File: config.mk
export PLATFORM = sky130hd
export DESIGN_NAME = uart_rx_fifo
export DESIGN_NICKNAME = d
export VERILOG_FILES = /design/src/rtl/uart_pkg.sv /design/src/rtl/sync_fifo.sv /design/src/rtl/uart_rx_fifo.sv
export SDC_FILE = /design/constraint.sdc
export NUM_CORES = 1
export LEC_CHECK = 0
export ABC_AREA = 1
export CAP_MARGIN = 20
export CORE_MARGIN = 1.5
export CORE_UTILIZATION = 50
export CTS_BUF_LIST = sky130_fd_sc_hd__clkbuf_4
export CTS_CLUSTER_SIZE = 10
export DETAILED_ROUTE_END_ITERATION = 12
export PLACE_DENSITY = 0.75
export SYNTH_ARGS = -nofsm -noshare
export SYNTH_HDL_FRONTEND = slang
export SYNTH_SLANG_ARGS = --single-unit
File: constraint.sdc
create_clock -name i_clk -period 5.69 [get_ports i_clk]
set_clock_uncertainty 0.2 [all_clocks]
set_input_delay 1.138 -clock i_clk [delete_from_list [all_inputs] [get_ports i_clk]]
set_output_delay 1.138 -clock i_clk [all_outputs]
set_load 0.01 [all_outputs]
File: src/rtl/uart_pkg.sv
// Shared types and default sizing for the UART receive buffer.
package uart_pkg;

    typedef logic [7:0] byte_t;

    typedef enum logic [1:0] {
        IDLE,
        COUNT,
        FIRED
    } timeout_state_t;

    localparam int UART_FIFO_DEPTH  = 16;
    localparam int UART_FIFO_THRESH = 8;

endpackage

File: src/rtl/sync_fifo.sv
// Generic first-word-fall-through FIFO with wrap-bit pointers for full/empty/level.
// Latency: a write is visible on rd_dat the next cycle; rd_dat is read combinationally from the head slot.
// Backpressure: a write is refused while full unless a read frees the head slot in the same cycle.
module sync_fifo #(
    parameter int WIDTH = 8,
    parameter int DEPTH = 16
) (
    input  logic                   clk,
    input  logic                   rst,
    input  logic                   wr,
    input  logic [WIDTH-1:0]       wr_dat,
    input  logic                   rd,
    output logic [WIDTH-1:0]       rd_dat,
    output logic                   empty,
    output logic                   full,
    output logic [$clog2(DEPTH):0] level
);

    localparam int AW = $clog2(DEPTH);
    localparam logic [AW:0] PTR_INC = (AW + 1)'(1);

    logic [AW:0]      wr_ptr_q, wr_ptr_d;
    logic [AW:0]      rd_ptr_q, rd_ptr_d;
    logic [WIDTH-1:0] mem_q [DEPTH];
    logic             wr_acc;
    logic             rd_acc;

    assign empty = (wr_ptr_q == rd_ptr_q);
    assign full  = (wr_ptr_q[AW-1:0] == rd_ptr_q[AW-1:0]) && (wr_ptr_q[AW] != rd_ptr_q[AW]);
    assign level = wr_ptr_q - rd_ptr_q;

    // When full, a same-cycle read makes room: the write lands in the slot being vacated.
    assign wr_acc = wr & (~full | rd);
    assign rd_acc = rd & ~empty;

    assign rd_dat = mem_q[rd_ptr_q[AW-1:0]];

    always_comb begin
        wr_ptr_d = wr_ptr_q;
        rd_ptr_d = rd_ptr_q;
        if (wr_acc) begin
            wr_ptr_d = wr_ptr_q + PTR_INC;
        end
        if (rd_acc) begin
            rd_ptr_d = rd_ptr_q + PTR_INC;
        end
    end

    always_ff @(posedge clk or posedge rst) begin
        if (rst) begin
            wr_ptr_q <= '0;
            rd_ptr_q <= '0;
        end else begin
            wr_ptr_q <= wr_ptr_d;
            rd_ptr_q <= rd_ptr_d;
        end
    end

    always_ff @(posedge clk) begin
        if (wr_acc) begin
            mem_q[wr_ptr_q[AW-1:0]] <= wr_dat;
        end
    end

endmodule

File: src/rtl/uart_rx_fifo.sv
// UART receive buffer: FWFT FIFO plus sticky overrun, threshold irq and (with UART_RX_FIFO_TIMEOUT_EN) an idle-timeout flag.
// Latency: byte readable one cycle after its write strobe; o_irq level term lags o_level by one cycle.
// Backpressure: none toward the receiver; a byte arriving while full with no pop is dropped and flagged.
module uart_rx_fifo
    import uart_pkg::*;
#(
    parameter int DEPTH   = UART_FIFO_DEPTH,
    parameter int THRESH  = UART_FIFO_THRESH,
    parameter int TIMEOUT = 4096
) (
    input  logic                   i_clk,
    input  logic                   i_reset,
    input  logic                   i_wr,
    input  logic [7:0]             i_wr_data,
    input  logic                   i_rd,
    output logic [7:0]             o_rd_data,
    output logic                   o_empty,
    output logic                   o_full,
    output logic [$clog2(DEPTH):0] o_level,
    output logic                   o_overrun,
    input  logic                   i_clr_overrun,
    output logic                   o_irq,
    output logic                   o_timeout
);

    localparam int LW = $clog2(DEPTH) + 1;

    if (DEPTH < 2 || (DEPTH & (DEPTH - 1)) != 0) begin : g_bad_depth
        $error("uart_rx_fifo: DEPTH must be a power of two >= 2");
    end
    if (THRESH < 1 || THRESH > DEPTH) begin : g_bad_thresh
        $error("uart_rx_fifo: THRESH must be in 1..DEPTH");
    end
    if (TIMEOUT < 2) begin : g_bad_timeout
        $error("uart_rx_fifo: TIMEOUT must be >= 2");
    end

    byte_t           fifo_dat;
    logic            fifo_empty;
    logic            fifo_full;
    logic [LW-1:0]   fifo_level;
    logic            ovr_q, ovr_d;
    logic            irq_q, irq_d;
    logic            timeout;

    sync_fifo #(
        .WIDTH (8),
        .DEPTH (DEPTH)
    ) u_fifo (
        .clk    (i_clk),
        .rst    (i_reset),
        .wr     (i_wr),
        .wr_dat (i_wr_data),
        .rd     (i_rd),
        .rd_dat (fifo_dat),
        .empty  (fifo_empty),
        .full   (fifo_full),
        .level  (fifo_level)
    );

    always_comb begin
        ovr_d = ovr_q;
        if (i_clr_overrun) begin
            ovr_d = 1'b0;
        end
        // Set is evaluated last so a drop in the same cycle as a clear is not lost.
        if (i_wr & fifo_full & ~i_rd) begin
            ovr_d = 1'b1;
        end
        irq_d = (fifo_level >= LW'(THRESH));
    end

    always_ff @(posedge i_clk or posedge i_reset) begin
        if (i_reset) begin
            ovr_q <= 1'b0;
            irq_q <= 1'b0;
        end else begin
            ovr_q <= ovr_d;
            irq_q <= irq_d;
        end
    end

`ifdef UART_RX_FIFO_TIMEOUT_EN
    localparam int CW = $clog2(TIMEOUT);
    localparam logic [CW-1:0] CNT_LAST = CW'(TIMEOUT - 1);
    localparam logic [CW-1:0] CNT_INC  = CW'(1);

    timeout_state_t state_q, state_d;
    logic [CW-1:0]  cnt_q, cnt_d;
    logic           wr_acc;
    logic           rd_acc;
    logic           empty_nxt;

    assign wr_acc = i_wr & (~fifo_full | i_rd);
    assign rd_acc = i_rd & ~fifo_empty;
    // Looks one edge ahead so o_timeout drops the cycle after the last byte is popped.
    assign empty_nxt = ~wr_acc & (fifo_empty | (rd_acc & (fifo_level == LW'(1))));

    always_comb begin
        state_d = state_q;
        cnt_d   = cnt_q;
        if (empty_nxt) begin
            state_d = IDLE;
            cnt_d   = '0;
        end else if (wr_acc) begin
            state_d = COUNT;
            cnt_d   = '0;
        end else if (state_q == COUNT) begin
            if (cnt_q == CNT_LAST) begin
                state_d = FIRED;
            end else begin
                cnt_d = cnt_q + CNT_INC;
            end
        end
    end

    always_ff @(posedge i_clk or posedge i_reset) begin
        if (i_reset) begin
            state_q <= IDLE;
            cnt_q   <= '0;
        end else begin
            state_q <= state_d;
            cnt_q   <= cnt_d;
        end
    end

    assign timeout = (state_q == FIRED);
`else
    assign timeout = 1'b0;
`endif

    assign o_rd_data = fifo_dat;
    assign o_empty   = fifo_empty;
    assign o_full    = fifo_full;
    assign o_level   = fifo_level;
    assign o_overrun = ovr_q;
    assign o_irq     = irq_q | timeout;
    assign o_timeout = timeout;

endmodule
==> key figures <==
Outcome
  – Status: complete, no violations

Worst setup path
  – Delay-heaviest family, CP: buffers and inverters
  – Critical-path top delay cell: dfrtp_1
  – Most used cell, CP: nand2_1
  – Critical Path, Cell by Cell: clkinv_1, ha_1, nand2_1, nor2_1, nand2_1, inv_1, clkdlybuf4s50_1
  – CP max stage delay: roughly 0.68 ns
  – CP Class: flop to output port
  – Worst endpoint required time: approximately 4.4 ns
  – Setup crit start kind: flop
  – Critical Path Fanout Max: 14
  – Worst EP arrival: 3.22 ns
  – Critical path capture point type: output port
  – Buf/Inv on CP: 3

STA
  – Final worst path period share: between 80 and 90%
  – Setup_tns: 0 ns
  – RSZ-0062 raised after global routing: no
  – Final min period: approximately 4.6 ns
  – Slew Limit Fails: 0
  – Tightest Pin Transition: about 0.86 ns
  – Worst slew margin: a little over two fifths
  – Final hold vios: 0
  – Setup-failing EPs final: 0
  – Max Freq: roughly 220 MHz

Power and ir drop
  – PD cells: between 400 and 500 mW/mm²
  – Worst VDD drop: between 0.7 and 0.8 mV
  – Leak pwr: 0.003211 µW
  – Final Power: roughly 3400 µW

Global routing
  – Grt total ovfl: 0
  – Tot GR Track Use: between 20% and 30%
  – Number of global-route vias before repair: between 4000 and 5000
  – Global-route wire length before repair: 21740 µm
  – Largest net degree at the start of global routing: 67
  – Initial antenna violation count: 0

Routing
  – Router iterations before antenna repair: 6
  – Wire per inst: between 15 and 20 µm
  – Starting DRC count in detailed routing: 433
  – DR vias: ~4500
  – Routed WL: about 14000 µm
  – Post-DRT Antenna Nets: 0
  – DR vias/cell: between 5 and 6
  – DRC: 0

Finish
  – Antenna diodes: 0
  – Area growth syn-to-layout: 10.57%
  – Filler cells: between 1000 and 1500
  – Layout cells sized above 1: just under 6%
  – Final nets: 732

Floorplan
  – Full die area: roughly 0.014 mm²
  – Row count: between 40 and 50
  – Initial Utilization: about half
  – CORE AREA: 0.01267 mm²
  – Die Wd: roughly 120 µm
  – Die span in y: roughly 120 µm
  – I/O pin count: 31

Placement
  – Number of port buffers: 29
  – Detailed placer's ending HPWL: between 8000 and 9000 µm
  – GPL Wtd Cong: 0.7995

Clock network
  – Clock Sinks: 140
  – Hold buffer count at CTS: 0
  – Post_cts resized: 0
  – Clk_lat worst skew: about 0.55 ns
  – CTS Root Cell: clkbuf_4
  – CTS buffer count: 17
  – Clk buf depth: 2
  – Post-CTS setup buffers: 0
  – CTS H-tree lvls: 4
  – CTS tree: yes
  – Clock slew at reported path FFs: roughly 0.12 ns

Synth
  – Top cell type's share of synthesized area: 59.02%
  – Main area contributors after synthesis: edfxtp_1 59%, nand2_1 13%, inv_1 7.7%
  – Synthesized area: between 0.006 and 0.007 mm²
  – Register area share after synthesis: between 60% and 70%
  – Adder-cell share of the synthesized area: between 2 and 2.5%
  – Yosys top cell by area: edfxtp_1
  – Synth Area per Inst: 9.507 µm²
  – Count leader, synth: nand2_1
  – Synth Area in Simple Gates: between 20% and 30%
  – Yosys warns: 0
  – Async SR Flop Fraction: under 10%
  – Most used DFF post-synth: edfxtp_1
  – Post-synth EDFFs: between 100 and 150
  – Commonest cells post-synth: 234 x nand2_1, 134 x inv_1, 128 x edfxtp_1
  – Cells after Synth: between 600 and 700
  – Library cells used by synthesis: 24
  – Synth Area in XOR/XNOR: under 10%
  – Syn Nets: 708
  – Seq cells post-synth: 140
  – Mux contribution to synthesized area: 0%
  – Post-synthesis compound-gate area fraction: less than 1%
  – Largest family of logic cells by synthesized area: simple AND/OR/NAND/NOR gates

Run
  – Max cap viols: 0

Min path
  – Min-delay worst type: flop to flop
routing by layer:
layer | vias to the layer above | global-route usage, % | wire (µm)
li1 | 2192 | - | -
met1 | 2132 | 29.37 | 5883
met2 | 190 | 34.27 | 6587
met3 | 24 | 5.252 | 1031
met4 | 0 | 9.719 | 241
met5 | - | 0 | 0
logic make-up after synthesis:
logic type | count (synthesis)
buffers and inverters | 167
other | 1
flip-flops | 140
AO/OA/AOI/OAI | 10
XOR/XNOR | 11
AND/OR/NAND/NOR | 346
adder cells (fa/ha/maj) | 10
worst paths after layout:
path,slack [ns],start,depth (start not counted),end
worst max-delay path,1.14,u_fifo.rd_ptr_q[2],7,o_empty
worst min-delay path,0.34,o_overrun,2,o_overrun
worst max register to register,2.19,u_fifo.rd_ptr_q[2],7,u_fifo.mem_q[8][4]
worst min register to register,0.34,o_overrun,2,o_overrun
max in group asynchronous,4.24,i_reset,2,u_fifo.rd_ptr_q[0]
min in group asynchronous,0.69,i_reset,2,o_irq
layout make-up:
cell class                 count  area (µm²)  share of cell area [%]
multi-input combinational    378        1712                   23.77
clock inverter                15       150.1                   2.085
clock buffer                  17       127.6                   1.772
timing repair buffer          32       325.3                   4.518
sequential                   140        4145                   57.57
inverter                     140       525.5                   7.298
tap                          172       215.2                   2.989
through the flow:
step | hold slack [ns] | worst slack, ns | util, % | area, µm² | instances
2_1_floorplan | 0.3142 | 2.705 | - | 6513 | 685
6_report | 0.3369 | 1.136 | 56.83 | 7201 | 894
4_1_cts | 0.3432 | 1.143 | 56.67 | 7181 | 893
5_1_grt | 0.3828 | 0.9004 | 56.83 | 7201 | 894
3_5_place_dp | 0.3220 | 1.774 | 54.48 | 6903 | 861
3_3_place_gp | 0.3037 | 1.845 | 54.48 | 6903 | 861
sequential cells by signal, summed over array words and instances, names as in the netlist:
| register | flops |
|---|---|
| u_fifo.mem_q | 128 |
| o_irq | 1 |
| o_overrun | 1 |
| u_fifo.wr_ptr_q | 5 |
| u_fifo.rd_ptr_q | 5 |
worst reg2reg max path, cell delays in order, from the launching register on:
cell,delay (ns)
dfrtp_1,0.68
clkinv_1,0.46
ha_1,0.48
nand2_1,0.09
nor2_1,0.08
nand3_2,0.14
nand2_2,0.25
nor2_1,0.75
where the power goes:
group / switching (µW) / internal [µW]
Sequential: 73.3 / 1240
Combinational: 924 / 568
Clock: 366 / 259
Total: 1360 / 2060
cells in the final DEF (no fill, tap or decap), types with 3 or more instances in the layout:
| master | count |
|---|---|
| nand3_1 | 88 |
| clkbuf_4 | 17 |
| inv_2 | 5 |
| clkdlybuf4s50_1 | 29 |
| xor2_1 | 6 |
| inv_1 | 134 |
| clkinv_4 | 4 |
| dfrtp_1 | 11 |
| a21oi_1 | 3 |
| nand2_1 | 234 |
| clkinvlp_4 | 3 |
| xnor2_1 | 4 |
| clkinv_2 | 4 |
| edfxtp_1 | 128 |
| o21ai_0 | 6 |
| nor2_1 | 21 |
| ha_1 | 9 |
(Power assumes the default switching activity.)
==> variant 1 (same settings) <==
Register the outputs `o_level`, `o_irq` and `o_timeout`, with the module's reset; this adds one clock of latency there. The other outputs are not delayed to match. Comments in the files are not updated.
--- a/src/rtl/uart_rx_fifo.sv
+++ b/src/rtl/uart_rx_fifo.sv
@@ -134,6 +134,14 @@
     assign o_full    = fifo_full;
-    assign o_level   = fifo_level;
     assign o_overrun = ovr_q;
-    assign o_irq     = irq_q | timeout;
-    assign o_timeout = timeout;
+    always_ff @(posedge i_clk or posedge i_reset) begin
+        if (i_reset) begin
+            o_level   <= '0;
+            o_irq     <= '0;
+            o_timeout <= '0;
+        end else begin
+            o_level   <= fifo_level;
+            o_irq     <= irq_q | timeout;
+            o_timeout <= timeout;
+        end
+    end
 
Behaviour: not the same (a bounded check fails within 4 cycles, from zero or initial values and one cycle with i_reset high).
==> variant 1 against the original RTL <==
Worst setup slack better by 0.090 ns; via count up 1.2%; synthesized area up 2.3%; combinational power down 6%; total power down 1.3%; design area up 1.8%; sequential cell count up 6; die area up 2.2%; utilization up 0.30 points; wire length up 2.3%; cell count up 0.67%; sequential share of layout area up 1.1 points; highest routed layer unchanged.
==> variant 1: results <==
group,metric,value,unit
status,status,"finished, final reports clean",
finish,antennaDiodeCount,0,
detailed_routing,wl_per_cell,15.6,um
setup_path,reg2reg_from,"u_fifo.rd_ptr_q[1]",
global_routing,grt_max_degree,68,
detailed_routing,dr.pass1.iters,5,
finish,fill_cells,1117,
power_and_ir_drop,p_leak,0.00328,uW
finish,nets,738,
detailed_routing,detail_route.wirelength,14100,um
place,hpwl,8920,um
global_routing,gr-usage-all-layers,21.6,%
yosys,yosys_warnings,0,
power_and_ir_drop,vdd.ir_drop.worst,310,uV
place,dp_cells,867,
yosys,async_flop_share,12.3,%
setup_path,cp-startpoint,"u_fifo.rd_ptr_q[2]",
cts,htreeDepth,4,
yosys,synth_edf_count,128,
yosys,seq_area_frac_synth,64.5,%
place,post-place-ws,1.87,ns
global_routing,grt_pass1_wl,23000,um
place,place_congestion,0.879,
detailed_routing,num_vias,4591,
cts,clockRootBuffer,"clkbuf_4",
yosys,syn_nets,714,
cts,cts.path.max_buffers,2,
setup_path,crit_arrival,3.13,ns
cts,cts_resized,0,
detailed_routing,drtIter0Drc,385,
yosys,synthTopCellsByArea,"edfxtp_1 58%, nand2_1 13%, inv_1 7.5%",
finish,drive_gt1_share,5.22,%
yosys,synth_cell_types,24,
timing,worst_pin_slew,0.868,ns
yosys,synth_cells,691,
setup_path,critical_path.max_fanout,14,
global_routing,antenna_found_initial,0,
worst_hold_path,min-delay-start,"irq_q",
cts,cts_buffers,17,
## variant 1: metal layers
| metal | vias to the layer above | GRT usage, % | routed length (um) | part of all wire (%) |
|---|---|---|---|---|
| met3 | 32 | 5.07 | 971 | 6.9 |
| met4 | 0 | 10.5 | 434 | 3.1 |
| met2 | 156 | 33.9 | 6650 | 47 |
| li1 | 2209 | - | - | - |
| met5 | - | 0 | 0 | 0 |
| met1 | 2194 | 28.5 | 6010 | 43 |
## variant 1: worst paths after layout
path                            slack, ns  depth (start not counted)                  to
worst max-delay path                 1.23                          7              o_full
worst min-delay path                 0.18                          0               o_irq
worst max register to register       2.29                          8  u_fifo.mem_q[8][1]
worst min register to register       0.18                          0               o_irq
max in group asynchronous            4.02                          2  u_fifo.rd_ptr_q[0]
min in group asynchronous            0.77                          2          o_level[3]
## variant 1: stage by stage
| step | hold WS, ns | power (uW) | instance area [um2] |
|---|---|---|---|
| 2_1_floorplan | 0.131 | 2310 | 6660 |
| 3_3_place_gp | 0.142 | 2750 | 7050 |
| 3_5_place_dp | 0.143 | 2780 | 7050 |
| 4_1_cts | 0.180 | 3380 | 7310 |
| 5_1_grt | 0.194 | 3610 | 7330 |
| 6_report | 0.177 | 3380 | 7330 |
## variant 1: worst max-delay path, cell delays in order (launching register included)
cell and delay, ns:
dfrtp_1 0.62, clkinv_1 0.41, ha_1 0.48, nand2_1 0.08
nor2_1 0.25, nand2_1 0.11, inv_2 0.06, clkdlybuf4s50_1 0.54
## variant 1: layout make-up
| type | instances | area share (%) |
|---|---|---|
| flip-flops and latches | 146 | 58.6 |
| multi-input cells | 378 | 23.4 |
| inverters | 140 | 7.17 |
| repair buffers | 32 | 4.44 |
| well taps | 172 | 2.94 |
| clock buffers | 18 | 1.84 |
| clock inverters | 14 | 1.62 |
## variant 1: cell families after synthesis
kind of cell             count (synthesis)  synth area share, %
other                                    1               0.0563
XOR/XNOR                                11                 1.56
AO/OA/AOI/OAI                           10                0.751
adder cells (fa/ha/maj)                 10                 1.99
buffers and inverters                  167                 9.86
flip-flops                             146                 64.5
AND/OR/NAND/NOR                        346                 21.3
## variant 1: report_power, final
group,switching (uW),internal (uW)
Combinational,892,509
Clock,353,255
Sequential,69.6,1300
==> variant 2 (config.mk and constraints unchanged) <==
Made on the original files. `UART_FIFO_DEPTH`: 16 -> 32.
--- a/src/rtl/uart_pkg.sv
+++ b/src/rtl/uart_pkg.sv
@@ -11,3 +11,3 @@
 
-    localparam int UART_FIFO_DEPTH  = 16;
+    localparam int UART_FIFO_DEPTH  = 32;
     localparam int UART_FIFO_THRESH = 8;
Ports: changed (resized o_level); port bits go from 31 to 32. No check against the original RTL was run, so the function may have changed too.
==> variant 2 against the original RTL <==
Design area up 86%; utilization grew 0.35 points; global-route usage grew 1.9 points; sequential cell count is 130 higher; total power grew 90%; wire length is 110% higher; worst setup slack lost 0.64 ns; synthesized area is 83% higher; critical path type unchanged; largest cell class unchanged.
==> variant 2: results <==
group,metric,value,unit
status,status,"finished, final reports clean",
detailed_routing,met1_length,10900,um
detailed_routing,drtIter0Drc,953,
global_routing,grt_pass1_vias,8048,
global_routing,grt_max_degree,88,
setup_path,critical_path.max_fanout,21,
power_and_ir_drop,vdd.ir_drop.worst,505,uV
yosys,yosys_warnings,0,
yosys,synth_cell_types,29,
finish,fin_cells,1581,
detailed_routing,route.met2.wl,13800,um
global_routing,grt_pass1_wl,43600,um
cts,cts.path.max_buffers,3,
yosys,seq_area_frac_synth,67.6,%
yosys,synth_edf_count,256,
yosys,yosys-top-cells-count,"387 x nand2_1, 256 x edfxtp_1, 165 x nand3_1",
cts,htreeDepth,3,
place,io_buffers,30,
yosys,synth_cells,1147,
timing,worst_pin_slew,1.03,ns
finish,largest_register_ffs,256,
detailed_routing,detail_route.wirelength,28300,um
setup_path,slowest_delay,0.86,ns
place,place_congestion,0.832,
finish,nets,1239,
yosys,synthTopCellsByArea,"edfxtp_1 65%, nand2_1 12%, nand3_1 6.9%",
detailed_routing,wl_met3,2530,um
global_routing,gr-usage-all-layers,23.8,%
place,dp_cells,1461,
setup_path,crit_arrival,3.86,ns
cts,cts_buffers,69,
finish,fill_cells,1985,
power_and_ir_drop,p_leak,0.00556,uW
cts,worstSkewPairLatency,0.67,ns
place,dpl_cell_area,12500,um2
place,hpwl,16600,um
[variant 2: cell count changes in the layout (fill, tap and decap cells not counted), moves of 10 or more]
| cell | change |
|---|---|
| inv_1 | +10 |
| buf_4 | +12 |
| clkbuf_4 | +86 |
| a21oi_1 | +17 |
| edfxtp_1 | +128 |
| nand2_1 | +153 |
| nand3_1 | +77 |
| clkinv_1 | +12 |
| nor2_1 | +26 |
[variant 2: cells by family (layout without fill, tap and decap cells)]
group	after synthesis	after routing	synth area share, %
simple gates	615	615	21.6
flops	270	270	67.6
buf+inv	203	317	6.93
compound gates	33	33	1.58
xor+xnor	14	14	1.03
fa+ha+maj	11	11	1.22
other cells	1	2	0.0315
[variant 2: area by class of cell]
cell class,count,area share [%]
Sequential cell,270,60.1
Antenna cell,1,0.0187
Tap cell,319,2.98
Multi-Input combinational cell,674,22.6
Clock inverter,16,0.851
Inverter,151,4.26
Clock buffer,101,5.67
Timing Repair Buffer,49,3.48
[variant 2: worst paths after layout]
kind / startpoint / end / slack (ns) / depth (start not counted)
setup / recovery: u_fifo.rd_ptr_q[2] / o_level[5] / 0.49 / 10
hold / removal: o_overrun / o_overrun / 0.33 / 2
setup reg to reg: u_fifo.rd_ptr_q[2] / u_fifo.mem_q[24][4] / 1.53 / 12
hold reg to reg: o_overrun / o_overrun / 0.33 / 2
max in group asynchronous: i_reset / u_fifo.rd_ptr_q[0] / 4.20 / 2
min in group asynchronous: i_reset / u_fifo.rd_ptr_q[2] / 0.64 / 2
[variant 2: per-stage QoR]
stage	setup WS [ns]	total power [uW]	utilization (%)	hold WS, ns
after floorplan	2.67	3990	-	0.308
after global placement	1.33	4820	53.4	0.313
after detailed placement	1.30	4870	53.4	0.327
after CTS	0.546	6520	57.1	0.341
after global routing	0.293	6900	57.2	0.366
final	0.492	6510	57.2	0.333
[variant 2: report_power, final]
group          internal, uW  leakage (uW)  switching [uW]  total (uW)
clock                   900      0.000523             747        1650
sequential             2310       0.00248             173        2490
combinational           819       0.00256            1560        2380
[variant 2: per-layer routing]
layer  global-route usage [%]  up-vias
li1                         -     3943
met2                     38.9      432
met1                     30.3     3960
met3                     4.90       76
met5                        0        -
met4                     11.7        0
[variant 2: worst register-to-register path, stage by stage, from the launching register on]
cell      delay [ns]
dfrtp_1         0.86
clkinv_1        0.49
buf_4           0.31
ha_1            0.37
nand2_1         0.11
nor2_2          0.04
nand3_1         0.07
nor2_2          0.06
nand2_2         0.09
nand2_4         0.13
inv_4           0.17
nand2_4         0.14
nor2_1          0.71
